$ cat config.mk
export PLATFORM = sky130hd
export DESIGN_NAME = config_spi_bridge
export DESIGN_NICKNAME = d
export VERILOG_FILES = /design/src/rtl/config_pkg.sv /design/src/rtl/sync_edge_detect.sv /design/src/rtl/config_spi_bridge.sv
export SDC_FILE = /design/constraint.sdc
export NUM_CORES = 1
export LEC_CHECK = 0
export ABC_AREA = 1
export CAP_MARGIN = 20
export CORE_ASPECT_RATIO = 1.4
export CORE_MARGIN = 3
export CORE_UTILIZATION = 40
export DETAILED_ROUTE_END_ITERATION = 8
export RECOVER_POWER = 100
export SYNTH_ARGS = -nofsm -noshare
export SYNTH_HDL_FRONTEND = slang
export SYNTH_SLANG_ARGS = --single-unit
$ cat constraint.sdc
create_clock -name clk -period 3.3 [get_ports clk]
set_input_delay 0.495 -clock clk [delete_from_list [all_inputs] [get_ports clk]]
set_output_delay 0.495 -clock clk [all_outputs]
set_load 0.02 [all_outputs]
$ cat src/rtl/config_pkg.sv
// config_pkg
// Shared definitions for the configuration path.
//   - Field widths of the ConfigStore shift register (clockConfig, adcScale,
//     dacScale) and the resulting frame length CONFIG_FRAME_BITS (18).
//   - spi_state_t: SPI front-end FSM states. Values come from localparam
//     constants so legacy code that compares raw 2-bit codes keeps working.
package config_pkg;

  localparam int CLOCK_CONFIG_W    = 6;
  localparam int ADC_SCALE_W       = 6;
  localparam int DAC_SCALE_W       = 6;
  localparam int CONFIG_FRAME_BITS = CLOCK_CONFIG_W + ADC_SCALE_W + DAC_SCALE_W;

  localparam logic [1:0] ST_WAIT_IDLE = 2'd0;
  localparam logic [1:0] ST_IDLE      = 2'd1;
  localparam logic [1:0] ST_ACTIVE    = 2'd2;
  localparam logic [1:0] ST_OVERRUN   = 2'd3;

  typedef enum logic [1:0] {
    WAIT_IDLE = ST_WAIT_IDLE,
    IDLE      = ST_IDLE,
    ACTIVE    = ST_ACTIVE,
    OVERRUN   = ST_OVERRUN
  } spi_state_t;

endpackage

$ cat src/rtl/sync_edge_detect.sv
// sync_edge_detect
// Multi-flop synchronizer for one asynchronous input followed by registered
// rise/fall detection.
// Ports:
//   clk      in  system clock
//   reset    in  asynchronous, active-low reset (chain clears to 0)
//   i_async  in  asynchronous input
//   o_level  out synchronized level, aligned with o_rise/o_fall
//   o_rise   out one-cycle pulse on a synchronized 0->1 transition
//   o_fall   out one-cycle pulse on a synchronized 1->0 transition
// Latency: an input sampled high on clk edge e gives o_rise high after edge
// e+SYNC_STAGES. o_level after the same edge is the value sampled at e.
module sync_edge_detect #(
  parameter int SYNC_STAGES = 2
) (
  input  logic clk,
  input  logic reset,
  input  logic i_async,
  output logic o_level,
  output logic o_rise,
  output logic o_fall
);

  logic [SYNC_STAGES-1:0] r_sync;
  logic                   r_prev;
  logic                   r_rise;
  logic                   r_fall;

  always_ff @(posedge clk or negedge reset) begin
    if (!reset) begin
      r_sync <= '0;
      r_prev <= 1'b0;
      r_rise <= 1'b0;
      r_fall <= 1'b0;
    end else begin
      r_sync <= {r_sync[SYNC_STAGES-2:0], i_async};
      r_prev <= r_sync[SYNC_STAGES-1];
      r_rise <= r_sync[SYNC_STAGES-1] & ~r_prev;
      r_fall <= ~r_sync[SYNC_STAGES-1] & r_prev;
    end
  end

  assign o_level = r_prev;
  assign o_rise  = r_rise;
  assign o_fall  = r_fall;

endmodule

$ cat src/rtl/config_spi_bridge.sv
// config_spi_bridge
// SPI mode-0 slave (MSB first) front end for the ConfigStore shift register.
// Converts asynchronous SCLK/MOSI activity into single-cycle shift strobes,
// returns ConfigStore serialOut on MISO, and checks frame length.
// Ports:
//   clk         in  system clock
//   reset       in  asynchronous, active-low reset
//   spiCsN      in  chip select, active low, asynchronous
//   spiSclk     in  SPI clock, asynchronous, at most clk/4
//   spiMosi     in  SPI data in, asynchronous
//   spiMiso     out SPI data out, registered
//   serialEn    out one-cycle shift strobe to ConfigStore
//   serialIn    out bit to shift in, valid while serialEn=1
//   serialOut   in  ConfigStore shift-out bit
//   frameDone   out one-cycle pulse: frame closed with exactly FRAME_BITS bits
//   frameError  out one-cycle pulse: frame closed with a wrong non-zero count
//   o_dbg_state out current FSM state (spi_state_t encoding)
// Build option: define CONFIG_SPI_READBACK_EN to drive spiMiso from
// serialOut. Without it spiMiso is 0 and serialOut is ignored.
// Strobe interface: serialEn is a pure push strobe with no back-pressure;
// ConfigStore shifts serialIn on every clk cycle in which serialEn is 1.
module config_spi_bridge
  import config_pkg::*;
#(
  parameter int SYNC_STAGES = 2,
  parameter int FRAME_BITS  = CONFIG_FRAME_BITS
) (
  input  logic       clk,
  input  logic       reset,
  input  logic       spiCsN,
  input  logic       spiSclk,
  input  logic       spiMosi,
  output logic       spiMiso,
  output logic       serialEn,
  output logic       serialIn,
  input  logic       serialOut,
  output logic       frameDone,
  output logic       frameError,
  output logic [1:0] o_dbg_state
);

  localparam int              CNT_W      = $clog2(FRAME_BITS + 1);
  localparam logic [CNT_W-1:0] FRAME_FULL = CNT_W'(FRAME_BITS);
  localparam logic [CNT_W-1:0] FRAME_LAST = CNT_W'(FRAME_BITS - 1);

  logic w_sclk_level;
  logic w_sclk_rise;
  logic w_sclk_fall;
  logic w_cs_n_level;
  logic w_cs_rise;
  logic w_cs_fall;
  logic w_mosi;
  logic w_unused;

  logic [SYNC_STAGES:0] r_mosi_sync;
  spi_state_t           r_state;
  logic [CNT_W-1:0]     r_cnt;
  logic                 r_ovf;
  logic                 r_en;
  logic                 r_in;
  logic                 r_done;
  logic                 r_err;

  sync_edge_detect #(.SYNC_STAGES(SYNC_STAGES)) u_sclk_sync (
    .clk     (clk),
    .reset   (reset),
    .i_async (spiSclk),
    .o_level (w_sclk_level),
    .o_rise  (w_sclk_rise),
    .o_fall  (w_sclk_fall)
  );

  sync_edge_detect #(.SYNC_STAGES(SYNC_STAGES)) u_cs_sync (
    .clk     (clk),
    .reset   (reset),
    .i_async (spiCsN),
    .o_level (w_cs_n_level),
    .o_rise  (w_cs_rise),
    .o_fall  (w_cs_fall)
  );

  // One extra flop beyond the synchronizer depth so MOSI lines up with the
  // registered SCLK edge pulse: the bit used is the one sampled together
  // with the SCLK rise, before the host changes it on the next fall.
  always_ff @(posedge clk or negedge reset) begin
    if (!reset) begin
      r_mosi_sync <= '0;
    end else begin
      r_mosi_sync <= {r_mosi_sync[SYNC_STAGES-1:0], spiMosi};
    end
  end
  assign w_mosi = r_mosi_sync[SYNC_STAGES];

  always_ff @(posedge clk or negedge reset) begin
    if (!reset) begin
      r_state <= WAIT_IDLE;
      r_cnt   <= '0;
      r_ovf   <= 1'b0;
      r_en    <= 1'b0;
      r_in    <= 1'b0;
      r_done  <= 1'b0;
      r_err   <= 1'b0;
    end else begin
      r_en   <= 1'b0;
      r_done <= 1'b0;
      r_err  <= 1'b0;
      case (r_state)
        // Do not join a frame that was already running when reset lifted.
        WAIT_IDLE: if (w_cs_n_level) r_state <= IDLE;
        IDLE: begin
          if (w_cs_fall) begin
            r_state <= ACTIVE;
            r_cnt   <= '0;
            r_ovf   <= 1'b0;
          end
        end
        ACTIVE, OVERRUN: begin
          // CS rise takes priority over a coincident SCLK rise.
          if (w_cs_rise) begin
            r_state <= IDLE;
            if (r_cnt == FRAME_FULL && !r_ovf) r_done <= 1'b1;
            else if (r_cnt != '0)              r_err  <= 1'b1;
          end else if (w_sclk_rise) begin
            if (r_state == ACTIVE) begin
              r_en  <= 1'b1;
              r_in  <= w_mosi;
              r_cnt <= r_cnt + CNT_W'(1);
              if (r_cnt == FRAME_LAST) r_state <= OVERRUN;
            end else begin
              // Counter stays saturated; only remember the overflow.
              r_ovf <= 1'b1;
            end
          end
        end
        default: r_state <= WAIT_IDLE;
      endcase
    end
  end

`ifdef CONFIG_SPI_READBACK_EN
  logic r_miso;

  always_ff @(posedge clk or negedge reset) begin
    if (!reset) begin
      r_miso <= 1'b0;
    end else if ((r_state == IDLE && w_cs_fall) ||
                 (r_state == ACTIVE && w_sclk_fall)) begin
      r_miso <= serialOut;
    end
  end

  assign spiMiso  = r_miso;
  assign w_unused = w_sclk_level;
`else
  assign spiMiso  = 1'b0;
  assign w_unused = ^{w_sclk_level, w_sclk_fall, serialOut};
`endif

  assign serialEn    = r_en;
  assign serialIn    = r_in;
  assign frameDone   = r_done;
  assign frameError  = r_err;
  assign o_dbg_state = r_state;

endmodule

# After elaboration in Yosys (flattened, before gate mapping)
# Cells that the tools add are included.
# Widths: inputs -> output; s select.
dict set report totals {
  register_bits 24
  wordCells 75
  out_inout_bits 7
}
dict set report op_classes {
  n_addsub 1
  mux 28
  bitwise 7
  n_reduce_logical 10
  eq_ne 14
}
# cell n
set ops {}
lappend ops {{$mux 5} 4}
lappend ops {{$mux 1} 15}
lappend ops {{$reduce_and 5->1} 3}
lappend ops {{$mux 2} 6}
lappend ops {{$eq 5x5->1 const B} 2}
lappend ops {{$pmux 5 s2} 1}
lappend ops {{$ne 2x1->1 const B} 3}
lappend ops {{$ne 2x2->1 const B} 3}
lappend ops {{$ne 3x2->1 const B} 2}
lappend ops {{$pmux 2 s3} 1}
lappend ops {{$add 5x1->5 const B} 1}
lappend ops {{$reduce_bool 5->1} 1}
lappend ops {{$eq 2x2->1 const B} 2}
lappend ops {{$not 1->1} 4}
lappend ops {{$reduce_and 4->1} 1}
lappend ops {{$and 1x1->1} 3}
lappend ops {{$ne 3x1->1 const B} 1}
lappend ops {{$eq 2x1->1 const B} 1}
lappend ops {{$logic_not 2->1} 1}
lappend ops {{$pmux 1 s2} 1}
lappend ops {{$reduce_bool 2->1} 1}
lappend ops {{$reduce_or 2->1} 1}
lappend ops {{$logic_and 1x1->1} 1}
lappend ops {{$logic_not 1->1} 1}

# Longest topological paths before layout
# Gate-level depths: netlist of the first run.
dict set report logic_depth {
  word_depth 6
  mapped_depth 10
  ltp_nobuf 10
}

# By module
# Synthesis of the first run repeated with hierarchy kept, for this count alone.
dict set report hier_totals {
  hier_cells 114
  hier_area_um2 1106.1
}
# mod n_inst seq_area_each_um2 cells_per_inst area_each_um2
set modules_own_cells {}
lappend modules_own_cells {config_spi_bridge 1 375.4 96 825.8}
lappend modules_own_cells {sync_edge_detect 2 125.1 9 140.1}

# Worst setup path before layout of the first run
# No wires, ideal clock.
dict set report synth_path {
  kind {reg-to-reg}
  start {register r_state[0], in the netlist o_dbg_state[0]}
  end {register r_cnt[2]}
  path_buffers 1
  period_less_slack_ns 1.611
  slack_ns 1.689
  stages_incl_launch_ff 10
  arrival_ns 1.494
  t_required_ns 3.183
  path_cell_list {dfrtp_1 -> inv_1 -> ha_1 -> nor2_4 -> nor2_2 -> nor2_2 -> buf_6 -> nand3_1 -> nand2_1 -> nor2_1}
}
dict set report synth_via {
  elab_chain_len 4
}
# item line_no
set synth_rtl {}
lappend synth_rtl {{from (decl)} config_spi_bridge.sv:56} ;# spi_state_t r_state;
lappend synth_rtl {{from (signal assigned)} config_spi_bridge.sv:96} ;# r_state <= WAIT_IDLE;
lappend synth_rtl {{from (signal assigned)} config_spi_bridge.sv:109} ;# WAIT_IDLE: if (w_cs_n_level) r_state <= IDLE;
lappend synth_rtl {{from (signal assigned)} config_spi_bridge.sv:112} ;# r_state <= ACTIVE;
lappend synth_rtl {{$eq 2x2->1 (on tied branches)} {config_spi_bridge.sv:107, config_spi_bridge.sv:124}}
lappend synth_rtl {{$reduce_or 2->1} config_spi_bridge.sv:107} ;# case (r_state)
lappend synth_rtl {{$ne 2x2->1 (no source line), or another cell as far along} -}
lappend synth_rtl {{$reduce_and 5->1 (no source line)} -}
lappend synth_rtl {{to (signal assigned)} config_spi_bridge.sv:127} ;# r_cnt <= r_cnt + CNT_W'(1);
lappend synth_rtl {{to (decl)} config_spi_bridge.sv:57} ;# logic [CNT_W-1:0] r_cnt;
# Parallel ways exist; a longest one is shown, timed or not.
# A chain may end at the register's enable or synchronous reset.

# Worst setup path after layout of the first run
# Ends and elaborated chain as after synthesis.

==> qor.json, run 1 <==
{
  "outcome": {
    "result_of_the_run": "finished, final reports clean"
  },
  "grt": {
    "grt_antenna_before_repair": 0,
    "largest_net_degree_at_the_start_of_global_routing": 25,
    "globalRouteOverflowTotal": 0,
    "groute.usage.overall": 0.1265,
    "grt_first_pass_wirelength_microns": 3208,
    "grt_pass1_vias": 761
  },
  "run": {
    "maxCapViolCount": 0
  },
  "timing": {
    "maximum_clock_skew_at_final_layout_ps": 4.452,
    "worst_slack_ps": 1128,
    "worst_pin_slew_ps": 805.1,
    "fin_crit_ps": 2172,
    "rsz0062_at_grt": "false",
    "normalized_max_slew_margin": 0.4632,
    "finalHoldViolations": 0,
    "final_max_slew_viol_count": 0,
    "fmax_ghz": 0.4603,
    "tns_ps": 0,
    "min_period_over_period": 0.6583,
    "finalSetupViolCount": 0
  },
  "synth": {
    "synth-main-ff-cell": "dfrtp_1",
    "yosysSeqAreaShare": 0.5511,
    "post_synth_instance_area_sq_um": 1090,
    "yosys.cell_types.count": 17,
    "yosysMostFrequentCell": "nand2_1",
    "post_synth_inst_count": 114,
    "synthesis.nets": 130,
    "netlist_top_cells_count": "nand2_1 (26), dfrtp_1 (24), inv_1 (16), nand3_1 (12), ha_1 (10)",
    "edff_count_synth": 0,
    "synth.top_cells.by_area": "dfrtp_1 (55%), ha_1 (11%), nand2_1 (9.0%), nand3_1 (5.5%), inv_1 (5.5%)",
    "post-synth-top-area-fraction": 0.5511,
    "synth.largest_area_cell": "dfrtp_1",
    "yosysWarnings": 0,
    "post_synth.cell_area_avg_sq_um": 9.560,
    "synth.ff_latch_count": 24,
    "synth_async_sr_flop_share": 1.000
  },
  "clock_network": {
    "post_cts_resize_count": 0,
    "clkLatencyLatePin_ps": 310,
    "post-cts-setup-buffer-count": 0,
    "cts_max_level": 1,
    "cts_hold_buffers": 0,
    "clkTransAtPathRegs_ps": 130,
    "cts_made_buffers": 3,
    "clock_tree_from_tritoncts": "built",
    "root_buffer_cell": "clkbuf_4",
    "cts.sinks": 24,
    "cts_buffer_depth": 2
  },
  "place": {
    "pre_cts_ws_ps": 1485,
    "dp_hpwl_microns": 1322,
    "place.gp.congestion": 0.7548,
    "io_buffers": 10,
    "dp.cells": 156
  },
  "pwr": {
    "peakVddDrop_uv": 268.0,
    "leakagePower_nw": 0.6650,
    "cellPowerDensity_nw_per_um2": 756.5
  },
  "critical_path": {
    "crit_path_frequent_cell": "nor2_1",
    "critical-path-top-delay-family": "simple AND/OR/NAND/NOR gates",
    "cpMaxStageDelayCell": "nor2_1",
    "critical-path-max-stage-delay_ps": 540,
    "setup.worst_path.class": "reg -> reg",
    "crit_buf_inv": 1,
    "timing.critical_path.arrival_ps": 2390,
    "critical_path_peak_fanout": 11,
    "critPathCaptureType": "flip-flop",
    "cp_cell_sequence": "inv_1, ha_1, nor2_1, nor2_2, nor2_1, nand2_1, nand2_1, nor2_1",
    "crit_required_ps": 3510,
    "start_kind": "flip-flop"
  },
  "floorplanning": {
    "floorplan.rows": 21,
    "initial_utilization": 0.4366,
    "fp.dieH_microns": 67.76,
    "design.die.area_sq_um": 3396,
    "pin_count": 13,
    "fp.dieW_microns": 50.12,
    "core_area_sq_um": 2496
  },
  "layout": {
    "layout.core_utilization": 0.5048,
    "area_delta_synth_final_pct": 15.61,
    "nets": 144,
    "n_antenna_cell": 0,
    "final_layout_size_suffix_gt1_frac": 0.05512,
    "fill_cells": 267,
    "layout.cells.non_filler": 161
  },
  "route": {
    "drtAntennaViolNets": 0,
    "wl_per_cell_microns": 10.74,
    "drtPass1Iterations": 4,
    "remaining_drc_errors": 0,
    "route.vias.total": 767,
    "finalWirelength_microns": 1729,
    "avgViaCountPerCell": 4.764,
    "drt_first_iter_violations": 18
  },
  "worst_hold_path": {
    "hold_class": "reg -> reg"
  }
}
==> placed cells by master, fill, tap and decap left out, drive strengths merged <==
| cell type | instances |
|---|---|
| o21ai | 4 |
| nor3 | 1 |
| nor2 | 12 |
| a31oi | 1 |
| nand2 | 26 |
| dfrtp | 24 |
| ha | 10 |
| inv | 16 |
| a21oi | 3 |
| conb | 1 |
| nand4 | 2 |
| bufinv | 1 |
| clkbuf | 4 |
| dlygate4sd3 | 10 |
| nand3 | 12 |
==> worst paths after layout <==
check                          startpoint                end  slack, ps  cells after the start
setup / recovery           o_dbg_state[0]           r_cnt[2]       1130                      8
hold / removal             r_mosi_sync[1]     r_mosi_sync[2]        360                      0
setup reg to reg           o_dbg_state[0]           r_cnt[2]       1130                      8
hold reg to reg            r_mosi_sync[1]     r_mosi_sync[2]        360                      0
max in group asynchronous           reset           r_cnt[0]       1730                      2
min in group asynchronous           reset  u_cs_sync.o_level        520                      1
==> sequential cells by signal, summed over array words and instances (netlist names), 2 cells and up <==
register            count
r_cnt                   5
r_mosi_sync             3
o_dbg_state             2
u_cs_sync.r_sync        2
u_sclk_sync.r_sync      2
==> power breakdown <==
part	internal, mW	switching, mW	leakage [nW]
registers	0.340	0.0531	0.303
clock network	0.123	0.0857	0.0279
logic	0.123	0.229	0.334
total	0.585	0.368	0.665
==> worst reg2reg max path: stages (launching register included) <==
cell and delay [ps]:
dfrtp_1 490, inv_1 120, ha_1 230, nor2_1 330
nor2_2 70, nor2_1 540, nand2_1 150, nand2_1 110
nor2_1 40
==> routing by layer <==
layer | up-vias | wire (microns) | track usage
li1 | 378 | - | -
met5 | - | 0 | 0
met2 | 11 | 913 | 0.2288
met3 | 4 | 61 | 0.02870
met4 | 0 | 38 | 0.07266
met1 | 374 | 716 | 0.1332
==> logic make-up after synthesis <==
family | share of synthesized area
buffers and inverters | 0.07233
DFF | 0.5511
adders and majority gates | 0.1148
AOI/OAI and AO/OA | 0.04478
and+or+nand+nor | 0.2135
other | 0.003441
==> through the flow <==
step                area, sq um  power [mW]  hold WS [ps]
CTS                        1266      0.9918         367.3
global route               1260       1.050         384.3
finish                     1260      0.9531         364.0
global placement           1214      0.7686         334.5
detailed placement         1214      0.7815         336.3
floorplan                  1090      0.6867         199.4
==> area by class of cell <==
class / count / area (sq um) / share of cell area
flip-flops and latches: 24 / 600.6 / 0.4767
multi-input cells: 72 / 400.4 / 0.3178
repair buffers: 11 / 103.9 / 0.08242
inverters: 16 / 60.06 / 0.04767
well taps: 34 / 42.54 / 0.03376
clock inverters: 1 / 30.03 / 0.02383
clock buffers: 3 / 22.52 / 0.01787
No activity file was read; power rests on OpenSTA's default activity.
==> run 2, diff against run 1 <==
- clock period: 3.3 -> 1.79 ns (I/O delays scaled with it)
==> run 2 against run 1 <==
  * Worst setup slack got worse by 1000 ps
  * Routed wire length up 2.1%
  * Critical path depth fell by 7
  * Largest cell class unchanged
==> qor.json, run 2 (synthesized netlist as in run 1, its figures left out) <==
{
  "outcome": {
    "result_of_the_run": "finished, final reports clean"
  },
  "critical_path": {
    "cpMaxStageDelayCell": "dlygate4sd3_1",
    "crit_required_ps": 1520,
    "regToRegSetupSlack_ps": 190,
    "critPathCaptureType": "output port",
    "timing.critical_path.arrival_ps": 1420,
    "crit_buf_inv": 1,
    "critical-path-top-delay-family": "buffers and inverters",
    "worst_flop_to_flop_path_startpoint": "o_dbg_state[0]",
    "start_kind": "flip-flop",
    "cp.depth": 1,
    "register_to_register_path_depth": 10,
    "cp_cell_sequence": "dlygate4sd3_1",
    "critical-path-max-stage-delay_ps": 660,
    "cp-startpoint": "o_dbg_state[0]",
    "critical_path_peak_fanout": 5,
    "critical_path.reg2reg.endpoint": "o_dbg_state[0]",
    "setup.worst_path.class": "reg -> out"
  },
  "grt": {
    "grt_antenna_before_repair": 0,
    "grt_pass1_vias": 807,
    "grt_first_pass_wirelength_microns": 3298,
    "grt_util_met1": 0.1376,
    "globalRouteOverflowTotal": 0,
    "groute.layer.met2.usage": 0.2402,
    "largest_net_degree_at_the_start_of_global_routing": 25,
    "met3_usage": 0.02208,
    "groute.usage.overall": 0.1284,
    "global_route.peak_usage_layer": "met2"
  },
  "clock_network": {
    "clkTransAtPathRegs_ps": 130,
    "root_buffer_cell": "clkbuf_4",
    "clock_tree_from_tritoncts": "built",
    "post-cts-setup-buffer-count": 0,
    "cts_made_buffers": 3,
    "cts.sinks": 24,
    "clkLatencyLatePin_ps": 300,
    "cts_buffer_depth": 2,
    "cts_max_level": 1
  },
  "layout": {
    "final_cell_area_sq_um": 1316,
    "layout.cells.non_filler": 165,
    "biggestRegsByFlops": "r_cnt x5, r_mosi_sync x3",
    "fill_cells": 249,
    "final_layout_size_suffix_gt1_frac": 0.1145,
    "area_delta_synth_final_pct": 20.78,
    "n_antenna_cell": 0,
    "regMostFlops": "r_cnt",
    "most-common-layout-cells": "nand2_1 (26), dfrtp_1 (22), inv_1 (16)",
    "largest_register_ff_count": 5,
    "mostFrequentLayoutCell": "nand2_1",
    "nets": 148,
    "layout.core_utilization": 0.5273
  },
  "route": {
    "avgViaCountPerCell": 4.794,
    "drtPass1Iterations": 4,
    "wl_per_cell_microns": 10.70,
    "finalWirelength_microns": 1766,
    "drtAntennaViolNets": 0,
    "drt_first_iter_violations": 22,
    "route.vias.total": 791,
    "remaining_drc_errors": 0
  },
  "timing": {
    "finalHoldViolations": 0,
    "fmax_ghz": 0.5915,
    "final_max_slew_viol_count": 0,
    "min_period_over_period": 0.9444,
    "worst_slack_ps": 99.52,
    "maximum_clock_skew_at_final_layout_ps": 3.463,
    "tns_ps": 0,
    "fin_crit_ps": 1690,
    "rsz0062_at_grt": "false",
    "finalSetupViolCount": 0,
    "holdWs_ps": 366.1
  },
  "floorplanning": {
    "floorplan.rows": 21,
    "fp.dieH_microns": 67.76,
    "design.die.area_sq_um": 3396,
    "fp.dieW_microns": 50.12,
    "core_area_sq_um": 2496,
    "initial_utilization": 0.4366,
    "pin_count": 13
  },
  "place": {
    "dp.cells": 161,
    "io_buffers": 10,
    "place.gp.congestion": 0.7599,
    "dp_hpwl_microns": 1387,
    "dpl-instance-area_sq_um": 1264,
    "pre_cts_ws_ps": 183.1
  },
  "pwr": {
    "peakVddDrop_uv": 553.9,
    "leakagePower_nw": 0.6908,
    "internal_power_mw": 1.224,
    "power.sequential.fraction": 0.371,
    "power.combinational.fraction": 0.432,
    "clock_power_share": 0.197,
    "p_total_mw": 1.941,
    "cellPowerDensity_nw_per_um2": 1475,
    "p_sw_frac": 0.3697,
    "netSwitchingPower_uw": 717.6
  },
  "worst_hold_path": {
    "hold_class": "in -> async"
  },
  "run": {
    "maxCapViolCount": 0
  }
}
==> run 2: cell types whose count changed in the layout (fill, tap and decap cells not counted) <==
cell and change:
buf_4 +4, dfrtp_1 -2, dfrtp_2 +2, buf_12 +1, clkbuf_1 -1, clkdlybuf4s50_1 +1
dlygate4sd3_1 -1, nor2_1 -1, nor2_4 +1
==> run 2: worst max-delay path by stage <==
stage | endpoint
floorplan | r_cnt[2]
global placement | r_cnt[3]
detailed placement | o_dbg_state[0]
CTS | o_dbg_state[1]
global route | o_dbg_state[0]
finish | o_dbg_state[0]
==> run 2: metal layers <==
metal,part of all wire,vias up
li1,-,388
met1,0.41,394
met2,0.56,7
met3,0.026,2
met4,0.0079,0
met5,0,-
==> run 2: power by group through the flow <==
stage	clock network (mW)	registers [mW]	logic, mW
finish	0.382	0.720	0.839
global route	0.422	0.737	0.957
CTS	0.399	0.719	0.873
detailed placement	0	0.730	0.870
global placement	0	0.723	0.846
floorplan	0	0.762	0.504
==> run 2: what timing repair did <==
| item | CTS | global route |
|---|---|---|
| gates resized for setup | 0 | 2 |
| endpoints found under the setup margin | 0 | 2 |
| hold buffers | 0 | 0 |
==> run 2: area by class of cell <==
cell class | instances | area, sq um | area share
clock buffers | 3 | 22.52 | 0.01711
multi-input cells | 72 | 407.9 | 0.3099
flip-flops and latches | 24 | 603.1 | 0.4582
well taps | 34 | 42.54 | 0.03232
inverters | 16 | 60.06 | 0.04563
clock inverters | 1 | 30.03 | 0.02281
repair buffers | 15 | 150.1 | 0.1141
==> run 3, diff against run 2 <==
- CORE_UTILIZATION: 40 -> 48
- PLACE_DENSITY: default -> 0.73
- SYNTH_HIERARCHICAL: default -> 1
- clock period: 1.79 -> 1.4 ns (I/O delays scaled with it)
==> run 3 against run 2 <==
  * Sequential cell count unchanged
  * Die area shrank 16%
  * Global-route usage up 2.2 points
  * Highest routed layer unchanged
  * Combinational power increased by 23%
  * Sequential power grew 31%
  * Sequential share of layout area grew 2.1 points
==> qor.json, run 3 <==
{
  "outcome": {
    "result_of_the_run": "finished, final reports clean"
  },
  "grt": {
    "groute.usage.overall": 0.1504,
    "grt_antenna_before_repair": 0,
    "globalRouteOverflowTotal": 0,
    "grt_pass1_vias": 778,
    "largest_net_degree_at_the_start_of_global_routing": 25,
    "grt_first_pass_wirelength_microns": 2967
  },
  "place": {
    "dp_hpwl_microns": 1330,
    "io_buffers": 10,
    "dp.cells": 144,
    "pre_cts_ws_ps": 17.17,
    "dpl-instance-area_sq_um": 1219,
    "place.gp.congestion": 0.7937
  },
  "route": {
    "avgViaCountPerCell": 5.209,
    "route.vias.total": 771,
    "route.met3.wl_microns": 63,
    "wl_per_cell_microns": 12.49,
    "top_layer": "met4",
    "remaining_drc_errors": 0,
    "drtPass1Iterations": 4,
    "finalWirelength_microns": 1848,
    "drt_first_iter_violations": 18,
    "drtAntennaViolNets": 0,
    "met1Wirelength_microns": 719,
    "met2RoutedLength_microns": 1049
  },
  "layout": {
    "final_cell_area_sq_um": 1257,
    "regMostFlops": "r_cnt",
    "area_delta_synth_final_pct": 17.13,
    "most-common-layout-cells": "nand2_1 (22), dfrtp_1 (22), inv_1 (13)",
    "n_antenna_cell": 0,
    "final_layout_size_suffix_gt1_frac": 0.1654,
    "largest_register_ff_count": 5,
    "biggestRegsByFlops": "r_cnt x5, r_mosi_sync x3",
    "layout.cells.non_filler": 148,
    "nets": 142
  },
  "floorplanning": {
    "core_area_sq_um": 2044,
    "floorplan.rows": 19,
    "initial_utilization": 0.5251,
    "fp.dieH_microns": 61.96,
    "fp.dieW_microns": 45.97,
    "pin_count": 13,
    "design.die.area_sq_um": 2848
  },
  "worst_hold_path": {
    "hold_class": "reg -> reg",
    "worst_hold_path.num_cells": 0,
    "holdPathEnd": "r_mosi_sync[1]",
    "hp-start": "r_mosi_sync[0]"
  },
  "pwr": {
    "cellPowerDensity_nw_per_um2": 1804,
    "internal_power_mw": 1.316,
    "power.combinational.fraction": 0.454,
    "clock_power_share": 0.132,
    "netSwitchingPower_uw": 952.7,
    "p_total_mw": 2.269,
    "peakVddDrop_uv": 1001,
    "p_sw_frac": 0.4198,
    "leakagePower_nw": 0.6292,
    "power.sequential.fraction": 0.414
  },
  "synth": {
    "post_synth.cell_area_avg_sq_um": 9.671,
    "post_synth_inst_count": 111,
    "synthesis.nets": 125,
    "post_synth_instance_area_sq_um": 1074,
    "yosysWarnings": 6
  },
  "timing": {
    "fmax_ghz": 0.7275,
    "rsz0062_at_grt": "true",
    "min_period_over_period": 0.9818,
    "finalSetupViolCount": 0,
    "normalized_max_slew_margin": 0.6250,
    "worst_pin_slew_ps": 562.5,
    "worst_slack_ps": 25.49,
    "fin_crit_ps": 1375,
    "maximum_clock_skew_at_final_layout_ps": 5.308,
    "final_max_slew_viol_count": 0,
    "finalHoldViolations": 0
  },
  "critical_path": {
    "register_to_register_path_depth": 7,
    "critPathCaptureType": "flip-flop",
    "critical_path_peak_fanout": 10,
    "critical_path.reg2reg.endpoint": "r_cnt[0]",
    "setup.worst_path.class": "reg -> reg",
    "worst_flop_to_flop_path_startpoint": "o_dbg_state[1]",
    "crit_required_ps": 1600,
    "start_kind": "flip-flop",
    "regToRegSetupSlack_ps": 30,
    "timing.critical_path.arrival_ps": 1580
  },
  "clock_network": {
    "clkTransAtPathRegs_ps": 120,
    "cts.sinks": 24,
    "cts_buffer_depth": 2,
    "clock_tree_from_tritoncts": "built",
    "cts_max_level": 1,
    "cts_made_buffers": 3,
    "clkLatencyLatePin_ps": 300,
    "cts_hold_buffers": 0,
    "root_buffer_cell": "clkbuf_4"
  },
  "run": {
    "maxCapViolCount": 0
  }
}
==> run 3: cell count changes in the layout (fill, tap and decap cells not counted), moves of 4 or more <==
cell / change
ha_1: -4
dlygate4sd3_1: -5
dlygate4sd2_1: +6
o21ai_1: +6
nand2_1: -4
==> run 3: how the worst max path moves through the flow <==
| stage | startpoint | to | slack, ps |
|---|---|---|---|
| after global routing | o_dbg_state[1] | r_cnt[0] | -30 |
| after global placement | o_dbg_state[0] | r_cnt[0] | 50 |
| after CTS | o_dbg_state[1] | o_dbg_state[0] | 40 |
| after floorplan | o_dbg_state[0] | r_cnt[3] | 30 |
| after detailed placement | o_dbg_state[0] | r_cnt[0] | 20 |
| final | o_dbg_state[1] | r_cnt[0] | 30 |
==> run 3: stage by stage <==
stage	hold WS, ps	utilization	TNS, ps
floorplan	-85.59	-	0
global placement	332.1	0.5961	0
detailed placement	337.2	0.5961	0
CTS	240.7	0.6077	0
global route	373.4	0.6151	-178.0
finish	365.4	0.6151	0
==> run 3: power groups by stage <==
stage                     Sequential [mW]  Clock [mW]  Combinational (mW)
after floorplan                     0.963           0               0.650
after global placement              0.933           0               0.971
after detailed placement            0.941           0                1.01
after CTS                           0.925       0.323               0.990
after global routing                0.953       0.341                1.15
final                               0.940       0.300                1.03
==> run 3: critical path, cell delays in order (launching register included) <==
cell and delay [ps]:
dfrtp_2 480, ha_2 210, nor2_4 140, inv_2 60, nand2_4 80, nand3_4 130
nand2_1 100, o21ai_1 60
==> run 3: area by class of cell <==
cell class,instances,area [sq um]
clock buffers,4,26.28
fillers,168,787.0
inverters,16,60.06
multi-input cells,69,421.7
flip-flops and latches,24,603.1
well taps,21,26.28
repair buffers,14,120.1
==> run 3: metal layers <==
layer	vias up	global-route usage
met5	-	0
met1	378	0.1338
met2	15	0.2933
met3	2	0.03458
li1	376	-
met4	0	0.08537
==> run 3: what timing repair did <==
item,4_1_cts,5_1_grt
setup endpoints to repair,11,7
pin swaps,0,1
gates resized for setup,8,5
buffers inserted,0,0
==> variant 1, RTL diff (config.mk and constraints of run 3) <==
`ADC_SCALE_W`: 6 -> 5.
--- a/src/rtl/config_pkg.sv
+++ b/src/rtl/config_pkg.sv
@@ -9,3 +9,3 @@
   localparam int CLOCK_CONFIG_W    = 6;
-  localparam int ADC_SCALE_W       = 6;
+  localparam int ADC_SCALE_W       = 5;
   localparam int DAC_SCALE_W       = 6;
Function: no difference found for any inputs over 10 cycles, from zero or initial values and one cycle with reset low; that may be too few to reach the edited logic, so the function may still have changed.
==> variant 1 against run 3 <==
Sequential cell count unchanged; synthesized cell count fell by 3.6%; critical path depth down 6; via count shrank 0.13%; wire length shrank 2.2%; utilization grew 3.6 points; cell area rose by 5.9%; area after synthesis decreased by 0.47%; setup slack improved by 0.038 ns; total power is 20% higher; fmax grew 2.9%.
==> variant 1: results (changes against run 3) <==
run_status:
  outcome: "completed"  # unchanged
detailed_routing:
  viasPerCell: 5.27  # was 5.21
  routed_wl_um: 1810  # was 1850 um
  drt_iter0_drc: 20  # was 18
  dr.pass1.iters: 4  # unchanged
layout:
  top_regs: "r_cnt (5), r_mosi_sync (3)"  # unchanged
  fillers: 158  # was 168
  finalNetCount: 139  # was 142
  antenna_cells: 0  # unchanged
  drive_gt1_frac: 0.208  # was 0.165
clock_tree:
  cts_max_level: 1  # unchanged
  cts.reportedPaths.clkPinSlew_ns: 0.13
  root_buffer: "clkbuf_4"  # unchanged
  numCtsBuffers: 3  # unchanged
  cts_buffer_depth: 2  # unchanged
  clkLatencyLatePin_ns: 0.31
pwr:
  p_int_uw: 1650  # was 1320 uW
  max-vdd-ir-drop_uv: 1070  # was 1000 uV
  power_frac_comb: 0.476  # was 0.454
  p_seq_frac: 0.343  # was 0.414
  p_leak_uw: 0.000655  # was 0.000629 uW
place:
  place_hpwl_um: 1190  # was 1330 um
  post-place-ws_ns: 0.0187  # was 0.0172 ns
  gp_congestion: 0.832  # was 0.794
  portBuffers: 10  # unchanged
sta:
  worstMarginPinSlew_ns: 0.566  # was 0.563 ns
  whs_ns: 0.363  # was 0.365 ns
  finalClockSkew_ns: 0.00705  # was 0.00531 ns
  setup_tns_ns: 0  # unchanged
  finalCriticalPeriod_ns: 1.34  # was 1.37 ns
setup_path:
  slowest_stage: "dfrtp_2"  # unchanged
  cp_data_arrival_time_ns: 1.13  # was 1.58 ns
  reg2reg_slack_ns: 0.08  # was 0.03 ns
  slowest_delay_ns: 0.48  # about the same
  critPathLaunch: "o_dbg_state[1]"  # unchanged
  cp_max_fo: 6  # was 10
global_routing:
  grtUsageTotal: 0.139  # was 0.150
  grt_pass1_vias: 699  # was 778
  grt_max_degree: 25  # unchanged
  grt_first_pass_wirelength_um: 2820  # was 2970 um
  antenna_found_initial: 0  # unchanged
hold_path:
  worstHoldStart: "u_sclk_sync/r_sync[0]"  # was r_mosi_sync[0]
  holdCritPathClass: "register to register"  # unchanged
yosys:
  synth_nets: 120  # was 125
  yosys_warnings: 6  # unchanged
[variant 1: cell types whose count changed in the layout (fill, tap and decap cells not counted), sizes merged, moves of 2 or more]
| cell | delta |
|---|---|
| nand2 | -3 |
| nand4 | -2 |
| o21ai | +2 |
| nor2 | -3 |
[variant 1: layout make-up]
class | count | area (um2) | share of cell area
clock inverter | 1 | 30.0 | 0.0226
timing repair buffer | 15 | 128 | 0.0959
sequential | 24 | 603 | 0.453
inverter | 16 | 62.6 | 0.0470
tap | 21 | 26.3 | 0.0197
clock buffer | 3 | 22.5 | 0.0169
multi-input combinational | 66 | 459 | 0.345
[variant 1: final timing paths]
| kind | end | depth (start not counted) |
|---|---|---|
| max | o_dbg_state[1] | 1 |
| min | u_sclk_sync/r_sync[1] | 0 |
| max reg2reg | r_ovf | 7 |
| min reg2reg | u_sclk_sync/r_sync[1] | 0 |
| max in group asynchronous | o_dbg_state[1] | 2 |
| min in group asynchronous | u_cs_sync/o_rise | 2 |
[variant 1: per-stage QoR]
| step | cells | instance area (um2) | utilization | total power (uW) |
|---|---|---|---|---|
| floorplan | 107 | 1070 | - | 1670 |
| global placement | 140 | 1210 | 0.591 | 1970 |
| detailed placement | 140 | 1210 | 0.591 | 2000 |
| CTS | 144 | 1250 | 0.613 | 2460 |
| global route | 146 | 1330 | 0.651 | 2930 |
| finish | 146 | 1330 | 0.651 | 2730 |
[variant 1: repair_timing]
action                     4_1_cts  5_1_grt
setup endpoints to repair        7        8
setup buffers                    0        1
cloned                           0        1
gates resized for setup          6       15
pin swaps                        0        1
[variant 1: metal layers]
metal / up-vias / GRT usage / wire (um)
met5: - / 0 / 0
met4: 0 / 0.102 / 78
met3: 8 / 0.0259 / 47
met2: 19 / 0.230 / 965
met1: 367 / 0.155 / 715
li1: 376 / - / -
==> variant 2, RTL diff (settings of run 3) <==
Without the edit above. One comparison of `r_cnt` changes from == to >=.
--- a/src/rtl/config_spi_bridge.sv
+++ b/src/rtl/config_spi_bridge.sv
@@ -120,3 +120,3 @@
             r_state <= IDLE;
-            if (r_cnt == FRAME_FULL && !r_ovf) r_done <= 1'b1;
+            if (r_cnt >= FRAME_FULL && !r_ovf) r_done <= 1'b1;
             else if (r_cnt != '0)              r_err  <= 1'b1;
Check against the original RTL: no difference found for any inputs over 10 cycles, from zero or initial values and one cycle with reset low; that may be too few to reach the edited logic, so the function may still have changed.
==> variant 2 against run 3 <==
Area after synthesis up 3.7%; total power grew 19%; largest power group unchanged; cell area is 13% higher; count of clock-buffer cells in the layout is 1 lower; clock skew fell by 0.0024 ns; clock power is 70% higher; critical endpoint is now o_dbg_state[0]; non-clock buffer count up 5; setup slack better by 0.014 ns; die area increased by 3.3%; sequential cell count unchanged; wire length up 9.8%; fmax rose by 1.1%; first-iteration DRC count decreased by 50%; final cell count increased by 12%.
==> variant 2: results (changes against run 3) <==
setup_path:
  r2r_end: "r_cnt[2]"  # was r_cnt[0]
  worstRegToRegCells: 9  # was 7
  path_delay_family: "flip-flops"  # unchanged
  cp_data_arrival_time_ns: 1.15  # was 1.58 ns
  worstReg2RegStart: "o_dbg_state[0]"  # was o_dbg_state[1]
  slowest_delay_ns: 0.49
  slowest_stage: "dfrtp_2"  # unchanged
  cp_max_fo: 6  # was 10
  reg2reg_slack_ns: 0.07  # was 0.03 ns
hold_path:
  worstHoldStart: "r_mosi_sync[1]"  # was r_mosi_sync[0]
  holdPathEnd: "r_mosi_sync[2]"  # was r_mosi_sync[1]
global_routing:
  grt_first_pass_wirelength_um: 3390  # was 2970 um
  grt_pass1_vias: 813  # was 778
  grtUsageTotal: 0.156  # was 0.150
clock_tree:
  root_buffer: "clkbuf_4"  # unchanged
  clkLatencyLatePin_ns: 0.32  # was 0.30 ns
  numCtsBuffers: 3  # unchanged
  cts.reportedPaths.clkPinSlew_ns: 0.14  # was 0.12 ns
place:
  post-place-ws_ns: -0.0821  # was 0.0172 ns
  gp_congestion: 0.822  # was 0.794
  place_hpwl_um: 1430  # was 1330 um
detailed_routing:
  routed_wl_um: 2030  # was 1850 um
  vias: 844  # was 771
  drt_iter0_drc: 9  # was 18
sta:
  whs_ns: 0.363  # was 0.365 ns
  finalClockSkew_ns: 0.00289  # was 0.00531 ns
  max_slew_margin: 0.612  # was 0.625
layout:
  finalNetCount: 159  # was 142
  drive_gt1_frac: 0.264  # was 0.165
  stdcell_count: 166  # was 148
pwr:
  p_leak_uw: 0.000704  # was 0.000629 uW
  max-vdd-ir-drop_uv: 949  # was 1000 uV
run_status:
  outcome: "completed"  # unchanged
yosys:
  yosys_warnings: 6  # unchanged
  synth_nets: 136  # was 125
  avgSynthCellArea_um2: 9.13  # was 9.67 um2
[variant 2: power by group]
group,internal [uW],switching (uW)
clock network,290,220
logic,535,762
registers,793,105
total,1620,1090
[variant 2: routing by layer]
metal  up-vias  share of wire  global-route usage
li1        420              -                   -
met3         4          0.032              0.0346
met2        13           0.53               0.278
met4         0          0.015              0.0519
met1       407           0.42               0.174
met5         -              0                   0
[variant 2: repair_timing]
| action | 4_1_cts | 5_1_grt |
|---|---|---|
| buffers inserted | 2 | 1 |
| pin swaps | 0 | 6 |
| resized for setup | 11 | 17 |
| endpoints found under the setup margin | 13 | 9 |
[variant 2: how the worst max path moves through the flow]
stage	startpoint	endpoint	slack, ns	depth (start not counted)
CTS	o_dbg_state[1]	r_cnt[2]	0.005	9
floorplan	o_dbg_state[1]	r_cnt[2]	0.006	9
detailed placement	o_dbg_state[0]	o_dbg_state[1]	-0.08	8
global route	o_dbg_state[0]	r_cnt[2]	-0.04	9
global placement	o_dbg_state[0]	o_dbg_state[1]	-0.04	8
finish	o_dbg_state[0]	o_dbg_state[0]	0.04	1
[variant 2: stage by stage]
stage | setup TNS [ns] | utilization | cell area [um2]
2_1_floorplan | 0 | - | 1110
3_3_place_gp | -0.0775 | 0.581 | 1280
3_5_place_dp | -0.214 | 0.581 | 1280
4_1_cts | 0 | 0.615 | 1360
5_1_grt | -0.0745 | 0.643 | 1420
6_report | 0 | 0.643 | 1420
[variant 2: layout make-up]
class                   instances  area (um2)
multi-input cells              76         489
inverters                      21        81.3
fillers                       182         787
repair buffers                 19         161
flip-flops and latches         24         603
clock inverters                 1        30.0
well taps                      22        27.5
clock buffers                   3        22.5
